`src/rtl/gmii_rx_frame_check.sv`:
```
// GMII receive frame checker: strips preamble/SFD, filters on destination MAC,
// checks CRC-32, runt and oversize, and streams frame bytes with the FCS removed.
module gmii_rx_frame_check #(
   parameter logic [47:0] LOCAL_MAC = 48'h00_11_22_33_44_55,
   parameter bit          BCAST_EN  = 1'b1,
   parameter int          MAX_LEN   = 1518
) (
   input  logic        gmii_rx_clk,
   input  logic        rst,
   input  logic        gmii_rx_dv,
   input  logic [7:0]  gmii_rxd,
   output logic        rx_valid,
   output logic [7:0]  rx_data,
   output logic        rx_sop,
   output logic        rx_eop,
   output logic [2:0]  rx_err,
   output logic        rx_good,
   output logic [10:0] rx_len,
   output logic [15:0] ok_cnt,
   output logic [15:0] err_cnt
);

   localparam logic [2:0] S_IDLE     = 3'd0;
   localparam logic [2:0] S_PREAMBLE = 3'd1;
   localparam logic [2:0] S_FRAME    = 3'd2;
   localparam logic [2:0] S_DROP     = 3'd3;
   localparam logic [2:0] S_FLUSH    = 3'd4;

   localparam logic [31:0] CRC_POLY    = 32'hEDB8_8320;
   localparam logic [31:0] CRC_RESIDUE = 32'hDEBB_20E3;
   localparam logic [10:0] MAX_N       = 11'(MAX_LEN);

   function automatic logic [31:0] crc_next(input logic [31:0] c, input logic [7:0] d);
      logic [31:0] r;
      r = c ^ {24'd0, d};
      for (int i = 0; i < 8; i++)
         r = r[0] ? ((r >> 1) ^ CRC_POLY) : (r >> 1);
      return r;
   endfunction

   // Destination byte k (1..6) of the station address, first received first.
   function automatic logic [7:0] mac_byte(input logic [2:0] k);
      logic [7:0] b;
      case (k)
         3'd1:    b = LOCAL_MAC[47:40];
         3'd2:    b = LOCAL_MAC[39:32];
         3'd3:    b = LOCAL_MAC[31:24];
         3'd4:    b = LOCAL_MAC[23:16];
         3'd5:    b = LOCAL_MAC[15:8];
         default: b = LOCAL_MAC[7:0];
      endcase
      return b;
   endfunction

   logic [2:0]  state;
   logic        dv_d;
   logic [2:0]  pre_cnt;
   logic [10:0] n;
   logic [31:0] crc;
   logic        ucast_hit;
   logic        bcast_hit;
   logic [7:0]  dly [5];

   logic [10:0] n_inc;
   logic [31:0] crc_upd;
   logic        ucast_next;
   logic        bcast_next;
   logic [2:0]  err_vec;

   always_comb begin
      n_inc      = (n == 11'h7FF) ? n : n + 11'd1;
      crc_upd    = crc_next(crc, gmii_rxd);
      ucast_next = ucast_hit & (gmii_rxd == mac_byte(n_inc[2:0]));
      bcast_next = bcast_hit & (gmii_rxd == 8'hFF);
      err_vec    = {n > MAX_N, n < 11'd64, crc != CRC_RESIDUE};
   end

   // The output register adds the sixth stage, so byte k leaves six cycles after arrival.
   // NOTE: the delay line is pure data gated by state, so it needs no reset.
   always_ff @(posedge gmii_rx_clk) begin
      dly[0] <= gmii_rxd;
      for (int i = 4; i > 0; i--)
         dly[i] <= dly[i-1];
   end

   always_ff @(posedge gmii_rx_clk) begin
      if (rst) begin
         state     <= S_IDLE;
         dv_d      <= 1'b1;
         pre_cnt   <= 3'd0;
         n         <= 11'd0;
         crc       <= 32'hFFFF_FFFF;
         ucast_hit <= 1'b0;
         bcast_hit <= 1'b0;
         rx_valid  <= 1'b0;
         rx_data   <= 8'd0;
         rx_sop    <= 1'b0;
         rx_eop    <= 1'b0;
         rx_err    <= 3'd0;
         rx_good   <= 1'b0;
         rx_len    <= 11'd0;
         ok_cnt    <= 16'd0;
         err_cnt   <= 16'd0;
      end else begin
         dv_d     <= gmii_rx_dv;
         rx_valid <= 1'b0;
         rx_data  <= 8'd0;
         rx_sop   <= 1'b0;
         rx_eop   <= 1'b0;
         rx_err   <= 3'd0;
         rx_good  <= 1'b0;
         rx_len   <= 11'd0;

         case (state)
            S_IDLE: begin
               if (gmii_rx_dv) begin
                  if (!dv_d && gmii_rxd == 8'h55) begin
                     state   <= S_PREAMBLE;
                     pre_cnt <= 3'd1;
                  end else begin
                     state <= S_DROP;
                  end
               end
            end

            S_PREAMBLE: begin
               if (!gmii_rx_dv) begin
                  state <= S_IDLE;
               end else if (gmii_rxd == 8'h55) begin
                  if (pre_cnt != 3'd7) pre_cnt <= pre_cnt + 3'd1;
               end else if (gmii_rxd == 8'hD5 && pre_cnt >= 3'd6) begin
                  state     <= S_FRAME;
                  n         <= 11'd0;
                  crc       <= 32'hFFFF_FFFF;
                  ucast_hit <= 1'b1;
                  bcast_hit <= BCAST_EN;
               end else begin
                  state <= S_DROP;
               end
            end

            S_FRAME: begin
               if (gmii_rx_dv) begin
                  n   <= n_inc;
                  crc <= crc_upd;
                  if (n_inc <= 11'd6) begin
                     ucast_hit <= ucast_next;
                     bcast_hit <= bcast_next;
                     if (!(ucast_next || bcast_next)) begin
                        state <= S_DROP;
                     end else if (n_inc == 11'd6) begin
                        rx_valid <= 1'b1;
                        rx_sop   <= 1'b1;
                        rx_data  <= dly[4];
                     end
                  end else begin
                     rx_valid <= 1'b1;
                     rx_data  <= dly[4];
                  end
               end else if (n <= 11'd6) begin
                  state <= S_IDLE;
               end else begin
                  // First dv-low cycle: the tail of the delay line holds byte N-4.
                  rx_valid <= 1'b1;
                  rx_data  <= dly[4];
                  rx_eop   <= 1'b1;
                  rx_err   <= err_vec;
                  rx_good  <= (err_vec == 3'd0);
                  rx_len   <= n - 11'd4;
                  if (err_vec == 3'd0) ok_cnt  <= ok_cnt + 16'd1;
                  else                 err_cnt <= err_cnt + 16'd1;
                  state <= S_FLUSH;
               end
            end

            S_FLUSH: state <= gmii_rx_dv ? S_DROP : S_IDLE;

            S_DROP: if (!gmii_rx_dv) state <= S_IDLE;

            default: state <= S_IDLE;
         endcase
      end
   end

endmodule

```
`config.mk`:
```
export PLATFORM = sky130hd
export DESIGN_NAME = gmii_rx_frame_check
export DESIGN_NICKNAME = d
export VERILOG_FILES = /design/src/rtl/gmii_rx_frame_check.sv
export SDC_FILE = /design/constraint.sdc
export NUM_CORES = 1
export LEC_CHECK = 0
export BUFFER_PORTS_ARGS = -buffer_cell sky130_fd_sc_hd__buf_4
export CORE_MARGIN = 3
export CORE_UTILIZATION = 30
export CTS_CLUSTER_DIAMETER = 150
export DETAILED_ROUTE_END_ITERATION = 8
export GPL_ROUTABILITY_DRIVEN = 0
export GPL_TIMING_DRIVEN = 0
export SYNTH_ARGS = -nofsm -noshare
export SYNTH_HDL_FRONTEND = slang
export SYNTH_SLANG_ARGS = --single-unit
```
`constraint.sdc`:
```
create_clock -name gmii_rx_clk -period 3.6 [get_ports gmii_rx_clk]
set_clock_uncertainty 0.05 [all_clocks]
set_input_delay 0.54 -clock gmii_rx_clk [delete_from_list [all_inputs] [get_ports gmii_rx_clk]]
set_output_delay 0.54 -clock gmii_rx_clk [all_outputs]
set_load 0.05 [all_outputs]
```
# Word-level counts from Yosys, hierarchy flattened

Memories as Yosys holds them, arrays and structs flattened.
Index checks and enable logic that the tools add are counted.

Add/subtract/negate cells: 5
Order comparisons: 5
Eq/ne operators: 30
Mux-type cells: 57
Bitwise operators: 16
Reductions and logical operators: 18

Operator list:

| operator                | count |
|---|---|
| $mux W32                | 12 |
| $not A13 Y14            | 8 |
| $pmux W32 S2            | 1 |
| $mux W11                | 5 |
| $mux W8                 | 5 |
| $mux W3                 | 13 |
| $pmux W7 S5             | 1 |
| $add A16 B1 Y16 const B | 2 |
| $ne A32 B32 Y1 const B  | 1 |
| $xor A32 B8 Y32         | 1 |
| $le A11 B3 Y1 const B   | 2 |
| $pmux W11 S2            | 1 |
| $ne A2 B2 Y1 const B    | 10 |
| $eq A8 B8 Y1 const B    | 2 |
| $pmux W3 S5             | 1 |
| $mux W1                 | 13 |
| $eq A3 B2 Y1 const B    | 4 |
| $ne A3 B3 Y1 const B    | 4 |
| $reduce_and A6 Y1       | 2 |
| $add A11 B1 Y11 const B | 1 |
| $eq A11 B11 Y1 const B  | 1 |
| $eq A11 B3 Y1 const B   | 1 |
| $gt A11 B11 Y1 const B  | 1 |
| $lt A11 B7 Y1 const B   | 1 |
| 22 further kinds        | 38 |

Register bits after elaboration: 110
Memory bits (writable): 40
Bits of input ports: 11
Output and inout bits: 58
Word-level logic and storage cells: 148
Memories: 1

Memories:

| memory | words | bits a word | rd ports | clocked after memory_dff | wr ports | line | text |
|---|---|---|---|---|---|---|---|
| dly    | 5     | 8           | 5        | 0                        | 5        | 62   | `logic [7:0] dly [5];` |

# Depth between registers and ports, before layout

Depth in word-level cells: 19
Mapped depth: 14
Gate-level depth less buffers: 13

# Worst setup path after synthesis

Ideal clock, no wire load.

Path type: reg2reg
From: register n[0]
To: register state[0]
Setup time: 0.122 ns
Data arrival time: 3.396 ns
Data required time: 3.428 ns
Slack: 0.032 ns
Cell stages (with the launch flop): 12
Path buffers: 1
Clock period less this slack: 3.568 ns
Path through: dfxtp_1 -> ha_1 -> nand3_4 -> nor3_2 -> clkbuf_1 -> mux2_2 -> ha_1 -> a31oi_2 -> or4_4 -> a221oi_4 -> nor4_1 -> o311a_1

Longest elaborated chain between the ends: 9
Elaborated cells between the ends (all ways): 16
Classes of those cells: add/sub: 1; order compare: 1; eq/ne: 9; mux: 2; bitwise: 1; reduce/logical: 2

Ends and longest elaborated chain:

| what                                                     | line | text |
|---|---|---|
| from (decl)                                              | 58   | `logic [10:0] n;` |
| from (signal assigned)                                   | 144  | `n <= n_inc;` |
| $add A11 B1 Y11 / $eq A11 B11 Y1 (equally long branches) | 71   | `n_inc = (n == 11'h7FF) ? n : n + 11'd1;` |
| $mux W11 *                                               | 71   |  |
| $eq A3 B3 Y1 (tied with other cells)                     | 44   | `case (k)` |
| $pmux W7 S5                                              | 44   |  |
| $eq A8 B7 Y1                                             | 73   | `ucast_next = ucast_hit & (gmii_rxd == mac_byte(n_inc[2:0]));` |
| $and A1 B1 Y1                                            | 73   |  |
| $logic_or A1 B1 Y1                                       | 149  | `if (!(ucast_next \|\| bcast_next)) begin` |
| $ne A3 B3 Y1 (no line)                                   | --   |  |
| $reduce_and A5 Y1 (no line) *                            | --   |  |
| to (signal assigned)                                     | 176  | `S_FLUSH: state <= gmii_rx_dv ? S_DROP : S_IDLE;` |
| to (decl)                                                | 55   | `logic [2:0] state;` |

Mark *: on every way between the ends. The rest lies on a longest branch, timed or not.
A chain may end at the register's enable or synchronous reset.

# Worst setup path in the final report

From: register n[5]
To: register state[0]

Longest elaborated chain between the ends: 9
Elaborated cells between the ends (all ways): 16
Classes of those cells: add/sub: 1; order compare: 1; eq/ne: 9; mux: 2; bitwise: 1; reduce/logical: 2

Ends and longest elaborated chain:

| what                                                                    | line |
|---|---|
| parallel branches: the longest is 1 deep, another holds $add A11 B1 Y11 | -- |
| $mux W11 *                                                              | 71 |
| $eq A3 B3 Y1 (tied with other cells)                                    | 44 |
| $pmux W7 S5                                                             | 44 |
| $eq A8 B7 Y1                                                            | 73 |
| $and A1 B1 Y1                                                           | 73 |
| $logic_or A1 B1 Y1                                                      | 149 |
| $ne A3 B3 Y1 (no line)                                                  | -- |
| $reduce_and A5 Y1 (no line) *                                           | -- |

Mark *: on every way between the ends.

==> out/qor.csv <==
stage,metric,value,unit
pwr,finalPower,3982,uW
logic_synthesis,yosys.area_share.adder,2.072,%
cts,cts_tree,built,
logic_synthesis,synth_top_area_share,45.20,%
cts,cts_root_buffer,clkbuf_16,
pwr,cellLeakagePower,0.003071,uW
floorplan,die_area,23970,um^2
setup_path,crit_required,3.85,ns
timing,fin_setup_tns,0,ns
logic_synthesis,syn_area,6644,um^2
route,ant_nets,0,
floorplan,ios,69,
route,drc,0,
setup_path,crit_fanout,10,
logic_synthesis,synth_seq_cells,150,
route,routed_wl,16.95,mm
logic_synthesis,synth_edf_count,0,
grt,grt_remaining_overflow,0,
final_layout,syn2layout_area_growth,24.41,%
floorplan,coreArea,21420,um^2
timing,finalHoldViolations,0,
timing,slew_viol_final,0,
cts,cts_made_buffers,17,
floorplan,start_util,31.02,%
logic_synthesis,synth_area_leaders,"dfxtp_1 (45%), xnor2_1 (9.0%), nor2_1 (4.1%)",
timing,worstMarginPinSlew,0.9392,ns
floorplan,row_count,53,
run,maxCapViolCount,0,
setup_path,cp_top_family,simple AND/OR/NAND/NOR gates,
timing,fin_crit_sh,96.00,%
cts,clkLatencyLatePin,0.42,ns
pwr,power_density,481.8,nW/um^2
setup_path,crit_arrival,3.71,ns
route,vias,5439,
logic_synthesis,yosysWarnings,0,
timing,setup_viol,0,
final_layout,final_core_utilization,38.59,%
cts,numClockSinks,150,
final_layout,diodes,0,
logic_synthesis,synth_flop_cell,dfxtp_1,
final_layout,final_nets,840,
grt,grt_pass1_wl,26.65,mm
setup_path,slowest_delay,0.57,ns
place,port_buffers,67,
setup_path,cp-end-kind,flip-flop,
logic_synthesis,synth_compound_area_share,15.14,%
setup_path,crit_path_cell_trace,buf_4 -> nand3_2 -> nor3_4 -> clkbuf_8 -> mux2_2 -> ha_1 -> a31oi_2 -> or4_4 -> a221oi_4 -> buf_12 -> nor4_1 -> o311a_1,
grt,antenna_found_initial,0,
grt,first_global_vias,5016,
logic_synthesis,synthCells,727,
logic_synthesis,synth_top_family_by_area,simple AND/OR/NAND/NOR gates,
grt,grt_max_degree,17,
logic_synthesis,async_flop_share,0,%
route,firstDrtPassIters,4,
setup_path,cp-start-kind,flip-flop,
floorplan,die_h,154.8,um
floorplan,die_w,154.8,um
logic_synthesis,yosys.cell_types.count,68,
timing,max_slew_margin,36.90,%
timing,fmax,0.2894,GHz
logic_synthesis,yosysTopAreaCell,dfxtp_1,
grt,grt.total_usage,13.91,%
setup_path,path_buf_inv,3,
outcome,status,completed,
cts,ctsHoldBuffers,0,
worst_hold_path,min_path_type,input port to flip-flop,
route,drt-wirelength-per-cell,15.32,um
timing,timing.hold.ws,0.2422,ns
pwr,vdd_ir_drop_max,0.0002352,V
setup_path,crit_type,flip-flop to flip-flop,
cts,ctsLongestPathBuffers,2,
logic_synthesis,synth_xor_area_share,12.88,%
logic_synthesis,muxShareOfSynthArea,0.6403,%
setup_path,slowest_stage,or4_4,
place,hpwlAfterDp,12.08,mm
cts,h-tree-depth,4,
logic_synthesis,synth_area_per_cell,9.139,um^2
route,viasPerCell,4.918,
timing,min_period,3.456,ns
route,drt_iter0_drc,302,
logic_synthesis,ys_seq_area_share,45.20,%
final_layout,n_fill_cell,2172,
logic_synthesis,synth-simple-area-share,20.04,%
final_layout,drive_gt1_share,17.45,%
cts,cts.clk_slew.worst_paths,0.06,ns
logic_synthesis,syn_nets,749,
-- per-layer routing --
metal  vias to the layer above  wire [um]  share of wire [%]  global-route usage (%)
li1                       2745          -                  -                       -
met1                      2562       7813                 46                   18.05
met2                       117       8278                 49                   23.48
met3                        15        680                4.0                   3.134
met4                         0        172                1.0                   3.490
met5                         -          0                  0                       0
-- state kept, by name (all words and copies together) (netlist names) --
signal and flops:
bcast_hit 1, crc 32, dly 40, dv_d 1, err_cnt 16, n 11
ok_cnt 16, pre_cnt 3, rx_data 8, rx_eop 1, rx_err 3, rx_good 1
rx_len 11, rx_sop 1, rx_valid 1, state 3, ucast_hit 1
-- timing repair --
| item | CTS | global route |
|---|---|---|
| cloned | 1 | 0 |
| resized for setup | 12 | 9 |
| endpoints found under the setup margin | 12 | 12 |
| pin swaps | 2 | 6 |
| endpoints found under the hold margin | 0 | 0 |
| setup buffers | 3 | 1 |
-- kinds of logic (layout without fill, tap and decap cells) --
| logic type | after synthesis | after routing |
|---|---|---|
| compound gates | 140 | 141 |
| fa+ha+maj | 11 | 11 |
| flops | 150 | 150 |
| simple gates | 261 | 261 |
| buf+inv | 65 | 168 |
| xor+xnor | 96 | 96 |
| mux | 4 | 4 |
-- placed cells by master, fill, tap and decap left out, types with 3 or more instances in the layout --
cell type | Yosys | layout
inv_1 | 22 | 22
a311oi_1 | 5 | 4
clkbuf_1 | 29 | 28
nor2_1 | 73 | 73
and2_1 | 5 | 5
or3_1 | 11 | 11
buf_4 | 4 | 74
xnor2_1 | 68 | 68
and4_1 | 3 | 3
nor4_1 | 14 | 14
o211ai_1 | 4 | 4
or4_1 | 6 | 6
bufinv_16 | 0 | 3
clkinv_2 | 0 | 3
ha_1 | 11 | 9
nand2_1 | 57 | 57
o31ai_1 | 5 | 5
clkbuf_16 | 0 | 17
nand4_1 | 9 | 9
dfxtp_1 | 150 | 147
nor3b_1 | 4 | 4
nand3_1 | 23 | 22
a21oi_1 | 28 | 28
clkbuf_8 | 0 | 5
and3_1 | 12 | 12
clkinv_4 | 0 | 4
nor3_1 | 20 | 20
buf_2 | 7 | 5
a211oi_1 | 13 | 13
xor2_1 | 27 | 27
o22ai_1 | 15 | 15
a22oi_1 | 5 | 5
nand4b_1 | 6 | 6
nor2b_1 | 4 | 3
o21ai_0 | 41 | 41
-- stage by stage --
step	cells	setup WS, ns	area, um^2
6_report	1106	0.1442	8265
5_1_grt	1106	-0.01418	8265
4_1_cts	1105	0.008049	8214
3_5_place_dp	1069	-0.6522	7491
3_3_place_gp	1069	-0.5985	7491
2_1_floorplan	727	0.03206	6644
-- report_power, final --
group	leakage, uW	internal (uW)	switching (uW)
Combinational	0.00153	169	232
Clock	0.000309	1160	683
Sequential	0.00123	1710	27.5
Total	0.00307	3040	942
-- final cells by class --
type / instances / area, um^2 / share of cell area [%]
Buffer: 41 / 192.7 / 2.331
Clock inverter: 11 / 147.6 / 1.786
Tap cell: 275 / 344.1 / 4.163
Multi-Input combinational cell: 513 / 3453 / 41.78
Timing Repair Buffer: 71 / 545.5 / 6.600
Clock buffer: 21 / 480.5 / 5.813
Inverter: 24 / 90.09 / 1.090
Sequential cell: 150 / 3012 / 36.44
-- path summary, 6_finish.rpt --
kind                     from         end  slack (ns)  cells after the start
setup / recovery         n[5]    state[0]        0.14                     12
setup reg to reg         n[5]    state[0]        0.14                     12
hold / removal    gmii_rxd[3]   dly[0][3]        0.24                      1
hold reg to reg    dly[0][19]  dly[0][27]        0.27                      0
-- Yosys cell counts, types with 13 or more instances --
library cell	instances
xnor2_1	68
dfxtp_1	150
nand3_1	23
nor3_1	20
a211oi_1	13
o21ai_0	41
a21oi_1	28
nand2_1	57
inv_1	22
nor4_1	14
xor2_1	27
clkbuf_1	29
o22ai_1	15
nor2_1	73
Power figures use the tool's default switching activity.
